File: src/rtl/uart_rx.sv
// uart_rx -- 8N1 UART receiver, LSB first, idle-high line.
//
// rx is synchronised through two flops, with a third history flop used to
// detect the start-bit falling edge. A baud counter derived from CLK/BPS
// times a single mid-bit sample of the synchronised line per bit. Each good
// byte is presented as a one-cycle po_data/po_flag strobe, suitable for
// feeding uart_tx pi_data/pi_flag directly.
//
// Ports:
//   clk       in   system clock
//   rst_n     in   asynchronous active-low reset
//   rx        in   serial line (asynchronous to clk, idle high)
//   po_data   out  [7:0] last correctly framed byte, held until the next one
//   po_flag   out  one-cycle pulse when po_data is updated
//   frame_err out  one-cycle pulse when the stop bit is sampled low
//   busy      out  high while a frame is being received
module uart_rx #(
  parameter int unsigned CLK = 100_000_000,
  parameter int unsigned BPS = 9600
) (
  input  logic       clk,
  input  logic       rst_n,
  input  logic       rx,
  output logic [7:0] po_data,
  output logic       po_flag,
  output logic       frame_err,
  output logic       busy
);

  localparam int unsigned BAUD_CNT_MAX = CLK / BPS;
  localparam int unsigned HALF         = BAUD_CNT_MAX / 2;
  localparam int unsigned CW           = $clog2(BAUD_CNT_MAX) + 1;

  typedef enum logic [1:0] {
    S_IDLE,
    S_START,
    S_DATA,
    S_STOP
  } state_t;

  state_t          r_state, w_state_nxt;
  logic            r_s1, r_s2, r_s3;
  logic [CW-1:0]   r_baud_cnt, w_baud_nxt;
  logic [3:0]      r_bit_cnt, w_bit_nxt;
  logic [7:0]      r_shreg, w_shreg_nxt;
  logic [7:0]      w_data_nxt;
  logic            w_flag_nxt, w_err_nxt, w_busy_nxt;
  logic            w_fall, w_sample;

  assign w_fall   = r_s3 & ~r_s2;
  assign w_sample = (r_baud_cnt == CW'(HALF));

  always_ff @(posedge clk or negedge rst_n) begin
    if (!rst_n) begin
      r_s1 <= 1'b1;
      r_s2 <= 1'b1;
      r_s3 <= 1'b1;
    end else begin
      r_s1 <= rx;
      r_s2 <= r_s1;
      r_s3 <= r_s2;
    end
  end

  always_ff @(posedge clk or negedge rst_n) begin
    if (!rst_n) begin
      r_state    <= S_IDLE;
      r_baud_cnt <= '0;
      r_bit_cnt  <= '0;
      r_shreg    <= '0;
      po_data    <= '0;
      po_flag    <= 1'b0;
      frame_err  <= 1'b0;
      busy       <= 1'b0;
    end else begin
      r_state    <= w_state_nxt;
      r_baud_cnt <= w_baud_nxt;
      r_bit_cnt  <= w_bit_nxt;
      r_shreg    <= w_shreg_nxt;
      po_data    <= w_data_nxt;
      po_flag    <= w_flag_nxt;
      frame_err  <= w_err_nxt;
      busy       <= w_busy_nxt;
    end
  end

  always_comb begin
    w_state_nxt = r_state;
    w_bit_nxt   = r_bit_cnt;
    w_shreg_nxt = r_shreg;
    w_data_nxt  = po_data;
    w_flag_nxt  = 1'b0;
    w_err_nxt   = 1'b0;
    w_busy_nxt  = busy;
    w_baud_nxt  = r_baud_cnt;
    if (busy) begin
      w_baud_nxt = (r_baud_cnt == CW'(BAUD_CNT_MAX - 1)) ? '0 : r_baud_cnt + CW'(1);
    end

    unique case (r_state)
      S_IDLE: begin
        w_busy_nxt = 1'b0;
        // Only an edge starts a frame, so a line held low (break) stays idle.
        if (w_fall) begin
          w_baud_nxt  = '0;
          w_bit_nxt   = '0;
          w_busy_nxt  = 1'b1;
          w_state_nxt = S_START;
        end
      end
      S_START: begin
        if (w_sample) begin
          if (!r_s2) begin
            w_bit_nxt   = 4'd1;
            w_state_nxt = S_DATA;
          end else begin
            w_busy_nxt  = 1'b0;
            w_state_nxt = S_IDLE;
          end
        end
      end
      S_DATA: begin
        if (w_sample) begin
          w_shreg_nxt = {r_s2, r_shreg[7:1]};
          w_bit_nxt   = r_bit_cnt + 4'd1;
          if (r_bit_cnt == 4'd8) begin
            w_state_nxt = S_STOP;
          end
        end
      end
      S_STOP: begin
        // Returning mid stop bit leaves half a bit to catch a back-to-back start edge.
        if (w_sample) begin
          if (r_s2) begin
            w_data_nxt = r_shreg;
            w_flag_nxt = 1'b1;
          end else begin
            w_err_nxt = 1'b1;
          end
          w_busy_nxt  = 1'b0;
          w_state_nxt = S_IDLE;
        end
      end
      default: begin
        w_busy_nxt  = 1'b0;
        w_state_nxt = S_IDLE;
      end
    endcase
  end

endmodule

File: config.mk
export PLATFORM = sky130hd
export DESIGN_NAME = uart_rx
export DESIGN_NICKNAME = d
export VERILOG_FILES = /design/src/rtl/uart_rx.sv
export SDC_FILE = /design/constraint.sdc
export NUM_CORES = 1
export LEC_CHECK = 0
export ABC_CLOCK_PERIOD_IN_PS = 5640
export CAP_MARGIN = 10
export CORE_ASPECT_RATIO = 0.75
export CORE_UTILIZATION = 30
export DETAILED_ROUTE_END_ITERATION = 16
export GPL_ROUTABILITY_DRIVEN = 1
export PLACE_DENSITY = 0.44
export SLEW_MARGIN = 20
export SYNTH_ARGS = -nofsm -noshare
export SYNTH_HDL_FRONTEND = slang
export SYNTH_SLANG_ARGS = --single-unit
File: constraint.sdc
create_clock -name clk -period 5.64 [get_ports clk]
set_input_delay 1.692 -clock clk [delete_from_list [all_inputs] [get_ports clk]]
set_output_delay 1.692 -clock clk [all_outputs]
set_load 0.02 [all_outputs]
==> flow_metrics.py, run 1 <==
metrics = {
    "layout": {
        "n_fill_cell": 701,
        "final_nets": 218,
        "mostFrequentLayoutCell": "dfrtp_1",
        "multi_input_area_um2": 1050,
        "utilization": 0.363,
        "mostFrequentLayoutCells": "dfrtp_1, nor2_1, clkdlybuf4s50_1",
        "diodes": 0,
        "drive_gt1_frac": 0.193,
        "finalNonFillerCells": 305,
        "register_area_um2": 1080,
        "final_cell_area_um2": 2520,
        "synthToLayoutAreaGrowth_pct": 14.1,
    },
    "die": {
        "dieHeight_um": 76.4,
        "die_x_um": 101,
        "ios": 14,
        "core_um2": 6960,
        "rows": 26,
        "start_util": 0.318,
        "die_area_um2": 7730,
    },
    "routing": {
        "route.detailed.drc": 0,
        "viasPerCell": 4.85,
        "ant_nets": 0,
        "vias": 1478,
        "wl_per_cell_um": 14.1,
        "drt_iter0_markers": 46,
        "wirelength_mm": 4.31,
        "drt_pass1_iterations": 4,
    },
    "setup_path": {
        "critPathBufInv": 1,
        "slowest_stage": "clkdlybuf4s50_1",
        "cp_slowest_stage_delay_ns": 0.68,
        "r2r_setup_slack_ns": 3.65,
        "arrival_ns": 1.51,
        "crit_path_end": "busy",
        "worst_setup_path_end_kind": "output pin",
        "critPathLaunch": "busy",
        "crit_fanout": 10,
        "crit_required_ns": 3.95,
        "r2r-start": "r_state[0]",
        "cp_cell_sequence": "clkdlybuf4s50_1",
        "crit_type": "flip-flop to output pin",
        "startpoint_type": "flip-flop",
        "crit_family": "buffers and inverters",
        "crit_cells": 1,
        "reg2reg_depth": 5,
    },
    "run_status": {
        "outcome": "completed",
    },
    "yosys": {
        "yosys_warnings": 0,
        "synth_seq_area_share": 0.488,
        "syn-num-nets": 204,
        "syn_inst": 192,
        "synth_cell_types": 50,
        "avgSynthCellArea_um2": 11.5,
        "ys.flop_type": "dfrtp_1",
        "async_flop_share": 1.00,
        "netlist_area_um2": 2210,
        "yosys_register_bits": 43,
        "synth_enable_flop_cells": 0,
    },
    "pwr": {
        "power.internal_w": 0.000507,
        "seqPwrFrac": 0.480,
        "vdd.ir_drop.worst_uv": 107,
        "combinationalPowerShare": 0.264,
        "powerDensity_nw_per_um2": 304,
        "p_clk_frac": 0.256,
        "swShare": 0.339,
        "leakagePower_nw": 1.10,
        "p_sw_w": 0.000260,
    },
    "global_routing": {
        "grt_pass1_vias": 1540,
        "grt_max_degree": 44,
        "antenna_found_initial": 0,
        "grt_pass1_wl_mm": 7.36,
        "grtUsageTotal": 0.122,
        "grt_overflow": 0,
    },
    "clock_network": {
        "clk_transition_reported_paths_ns": 0.08,
        "cts.path.max_buffers": 2,
        "cts_tree": "built",
        "cts_sinks": 43,
        "post-cts-setup-buffer-count": 0,
        "cts_root_buf": "clkbuf_8",
        "cts_buffers": 5,
        "cts_htree_levels": 2,
        "holdBufCountCts": 0,
        "post_cts_resized": 0,
        "clk_latency_ns": 0.29,
    },
    "timing": {
        "slew_viol_final": 0,
        "setup_ws_ns": 2.43,
        "worstMarginPinSlew_ns": 0.664,
        "report.final.hold_viol_count": 0,
        "fin_crit_ns": 3.21,
        "max_freq_ghz": 0.312,
        "fin_skew_ns": 0.00705,
        "finalSetupTns_ns": 0,
        "period_share": 0.568,
        "relSlewSlack": 0.557,
        "rsz0062_at_grt": "false",
        "setup_viol": 0,
    },
    "place": {
        "placed_cell_area_um2": 2410,
        "io_buffer_count": 13,
        "placed_cells": 296,
        "dp_hpwl_mm": 2.91,
        "post-place-ws_ns": 2.76,
        "place.gp.congestion": 0.734,
    },
    "worst_hold_path": {
        "hold_path_depth": 0,
        "hold_class": "flip-flop to flip-flop",
    },
    "job": {
        "max_cap_viol_count": 0,
    },
}
## cell usage after synthesis, types with 3 or more instances
master    number  area [µm²]
a21oi_1        4        20.0
buf_4          3        22.5
dfrtp_1       40        1000
dfstp_2        3        78.8
ha_1           9         113
inv_1          9        33.8
mux2_2         8        90.1
mux2_4         8         120
mux2i_1        4        40.0
nand2_1       11        41.3
nand2b_1       3        18.8
nand3_1        5        25.0
nand4_1        8        50.1
nor2_1        15        56.3
nor3b_1        3        22.5
o211ai_1       3        22.5
o21ai_0        3        15.0
or3_1          3        18.8
xnor2_1        6        52.6
xor2_1         6        52.6
## routing by layer
| metal | up-vias | part of all wire | global-route usage |
|---|---|---|---|
| met4 | 0 | 0.0058 | 0.0377 |
| met3 | 2 | 0.034 | 0.0358 |
| met5 | - | 0 | 0 |
| met2 | 28 | 0.43 | 0.179 |
| met1 | 740 | 0.53 | 0.171 |
| li1 | 708 | - | - |
## stage by stage
| step | hold slack, ns | total power (W) |
|---|---|---|
| CTS | 0.360 | 0.000777 |
| floorplan | 0.345 | 0.000521 |
| detailed placement | 0.347 | 0.000574 |
| finish | 0.358 | 0.000768 |
| global placement | 0.346 | 0.000566 |
| global route | 0.365 | 0.000824 |
## final cells by class
class | count | area share
clock buffer | 5 | 0.0273
clock inverter | 3 | 0.00793
inverter | 9 | 0.0134
multi-input combinational | 133 | 0.418
sequential | 43 | 0.428
tap | 98 | 0.0486
timing repair buffer | 14 | 0.0575
## cell families (layout without fill, tap and decap cells)
kind of cell,after synthesis,in the layout,share of synthesized area
multiplexers,20,20,0.113
AND/OR/NAND/NOR,71,71,0.197
flip-flops,43,43,0.488
buffers and inverters,16,31,0.0373
adder cells (fa/ha/maj),9,9,0.0509
AO/OA/AOI/OAI,21,21,0.0667
XOR/XNOR,12,12,0.0475
## power groups by stage
stage                     registers (W)  logic, W  clock network [W]
final                          0.000368  0.000203           0.000197
after CTS                      0.000367  0.000202           0.000208
after floorplan                0.000364  0.000157                  0
after detailed placement       0.000372  0.000202                  0
after global placement         0.000372  0.000194                  0
after global routing           0.000373  0.000229           0.000222
## registers in the layout, summed over array words and instances (netlist names), named ones only
signal	count
busy	1
frame_err	1
po_data	8
po_flag	1
r_baud_cnt	15
r_bit_cnt	4
r_s1	1
r_s2	1
r_s3	1
r_shreg	8
r_state	1
## how the worst min path moves through the flow
stage                     slack (ns)  endpoint  startpoint
final                           0.36      r_s2        r_s1
after CTS                       0.36      r_s2        r_s1
after floorplan                 0.35      r_s2        r_s1
after detailed placement        0.35      r_s2        r_s1
after global placement          0.35      r_s2        r_s1
after global routing            0.37      r_s2        r_s1
No activity file was read; power rests on OpenSTA's default activity.
==> inputs of run 2 (changes only) <==
--- a/config.mk
+++ b/config.mk
@@ -5,13 +5,13 @@
 export SDC_FILE = /design/constraint.sdc
 export NUM_CORES = 1
 export LEC_CHECK = 0
-export ABC_CLOCK_PERIOD_IN_PS = 5640
+export ABC_CLOCK_PERIOD_IN_PS = 2800
 export CAP_MARGIN = 10
 export CORE_ASPECT_RATIO = 0.75
 export CORE_UTILIZATION = 30
 export DETAILED_ROUTE_END_ITERATION = 16
 export GPL_ROUTABILITY_DRIVEN = 1
-export PLACE_DENSITY = 0.44
+export PLACE_DENSITY = 0.46
 export SLEW_MARGIN = 20
 export SYNTH_ARGS = -nofsm -noshare
 export SYNTH_HDL_FRONTEND = slang
==> constraint.sdc (replaced) <==
create_clock -name clk -period 2.8 [get_ports clk]
set_input_delay 0.84 -clock clk [delete_from_list [all_inputs] [get_ports clk]]
set_output_delay 0.84 -clock clk [all_outputs]
set_load 0.02 [all_outputs]
==> run 2 against run 1 <==
  * Critical path depth unchanged
  * Largest power group unchanged
  * Via count down 3.4%
  * Register-to-register slack worse by 2.9 ns
  * Clock power rose to 2.6 times the previous value
  * Routed wire length down 1.3%
  * Largest cell class unchanged
  * Setup slack worse by 2.0 ns
  * Count of clock-buffer cells in the layout unchanged
  * Sequential power up 100%
==> flow_metrics.py, run 2 (synthesis gave the netlist of run 1 again) <==
metrics = {
    "pwr": {
        "seqPwrFrac": 0.446,
        "leakagePower_nw": 1.12,
        "swShare": 0.326,
        "vdd.ir_drop.worst_uv": 238,
        "powerDensity_nw_per_um2": 652,
        "p_sw_w": 0.000541,
        "combinationalPowerShare": 0.249,
        "p_clk_frac": 0.305,
        "power.internal_w": 0.00112,
        "fin_total_pwr_w": 0.00166,
    },
    "place": {
        "io_buffer_count": 13,
        "place.gp.congestion": 0.724,
        "placed_cells": 298,
        "dp_hpwl_mm": 2.89,
    },
    "routing": {
        "drt_iter0_markers": 74,
        "drt_pass1_iterations": 4,
        "wirelength_mm": 4.25,
        "viasPerCell": 4.67,
        "route.detailed.drc": 0,
        "ant_nets": 0,
        "wl_per_cell_um": 13.9,
        "vias": 1428,
    },
    "layout": {
        "final_nets": 219,
        "mostFrequentLayoutCells": "dfrtp_1, nor2_1, clkdlybuf4s50_1",
        "diodes": 0,
        "largest_register_ffs": 15,
        "largestRegisters": "r_baud_cnt (15), po_data (8), r_shreg (8)",
        "finalNonFillerCells": 306,
        "synthToLayoutAreaGrowth_pct": 14.9,
        "drive_gt1_frac": 0.192,
        "largest-register": "r_baud_cnt",
        "utilization": 0.365,
        "mostFrequentLayoutCell": "dfrtp_1",
    },
    "clock_network": {
        "holdBufCountCts": 0,
        "cts_sinks": 43,
        "cts_tree": "built",
        "clk_transition_reported_paths_ns": 0.09,
        "post-cts-setup-buffer-count": 0,
        "cts.path.max_buffers": 2,
        "post_cts_resized": 0,
        "cts_htree_levels": 2,
        "cts_root_buf": "clkbuf_8",
        "clk_latency_ns": 0.30,
        "cts_buffers": 5,
    },
    "setup_path": {
        "crit_cells": 1,
        "crit_family": "buffers and inverters",
        "cp_slowest_stage_delay_ns": 0.67,
        "startpoint_type": "flip-flop",
        "crit_fanout": 10,
        "reg2reg_depth": 5,
        "crit_required_ns": 1.96,
        "cp_cell_sequence": "clkdlybuf4s50_1",
        "worst_setup_path_end_kind": "output pin",
        "slowest_stage": "clkdlybuf4s50_1",
        "crit_type": "flip-flop to output pin",
        "arrival_ns": 1.52,
        "critPathBufInv": 1,
    },
    "job": {
        "max_cap_viol_count": 0,
    },
    "timing": {
        "finalSetupTns_ns": 0,
        "hold_ws_ns": 0.360,
        "report.final.hold_viol_count": 0,
        "rsz0062_at_grt": "false",
        "fin_crit_ns": 2.36,
        "max_freq_ghz": 0.423,
        "fin_skew_ns": 0.00811,
        "setup_viol": 0,
        "period_share": 0.843,
        "slew_viol_final": 0,
        "worstMarginPinSlew_ns": 0.543,
        "relSlewSlack": 0.635,
    },
    "global_routing": {
        "antenna_found_initial": 0,
        "grt_pass1_wl_mm": 7.35,
        "use_met1": 0.206,
        "grtUsageTotal": 0.123,
        "grt_util_met3": 0.0312,
        "grt_overflow": 0,
        "grt_max_degree": 44,
        "grt_pass1_vias": 1421,
        "gr-usage-met2": 0.150,
        "busiest_layer": "met1",
    },
    "die": {
        "die_x_um": 101,
        "die_area_um2": 7730,
        "rows": 26,
        "dieHeight_um": 76.4,
        "ios": 14,
        "start_util": 0.318,
        "core_um2": 6960,
    },
    "worst_hold_path": {
        "hold_path_depth": 0,
        "hold_class": "flip-flop to flip-flop",
    },
    "run_status": {
        "outcome": "completed",
    },
}
## run 2: cell count changes in the layout (fill, tap and decap cells not counted)
cell and change:
clkinv_4 +1, clkinv_2 -1, buf_4 +2, buf_12 -1, bufinv_16 +1, o21ai_1 +1
clkinvlp_4 -2, inv_6 +1, o21ai_2 -1
## run 2: path summary, 6_finish.rpt
check / startpoint / endpoint / slack (ns)
setup / recovery: busy / busy / 0.44
hold / removal: r_s1 / r_s2 / 0.36
setup reg to reg: r_state[0] / flip-flop / 0.78
hold reg to reg: r_s1 / r_s2 / 0.36
max in group asynchronous: rst_n / r_s1 / 1.82
min in group asynchronous: rst_n / r_baud_cnt[8] / 0.61
## run 2: metal layers
metal / share of wire / routed length, µm
met5: 0 / 0
met4: 0.0075 / 32
met3: 0.028 / 118
met2: 0.38 / 1620
met1: 0.58 / 2480
## run 2: through the flow
| stage | cell area (µm²) | setup slack (ns) |
|---|---|---|
| floorplan | 2210 | 0.967 |
| global placement | 2430 | 0.790 |
| detailed placement | 2430 | 0.766 |
| CTS | 2540 | 0.426 |
| global route | 2540 | 0.355 |
| finish | 2540 | 0.438 |
## run 2: worst register-to-register path, stage by stage (launching register included)
cell,delay (ns)
dfrtp_1,0.41
inv_1,0.11
ha_1,0.33
or3_1,0.51
a211oi_1,0.35
mux2i_1,0.24
## run 2: layout make-up
| type | count | area [µm²] |
|---|---|---|
| fill | 708 | 4420 |
| tap | 98 | 123 |
| clock inverter | 3 | 47.5 |
| sequential | 43 | 1080 |
| multi-input combinational | 133 | 1050 |
| timing repair buffer | 15 | 140 |
| clock buffer | 5 | 68.8 |
| inverter | 9 | 33.8 |
## run 2: power groups by stage
stage	Combinational, W	Clock, W	Sequential [W]
detailed placement	0.000406	0	0.000753
global route	0.000468	0.000549	0.000754
floorplan	0.000317	0	0.000733
CTS	0.000411	0.000527	0.000740
finish	0.000413	0.000507	0.000740
global placement	0.000409	0	0.000754
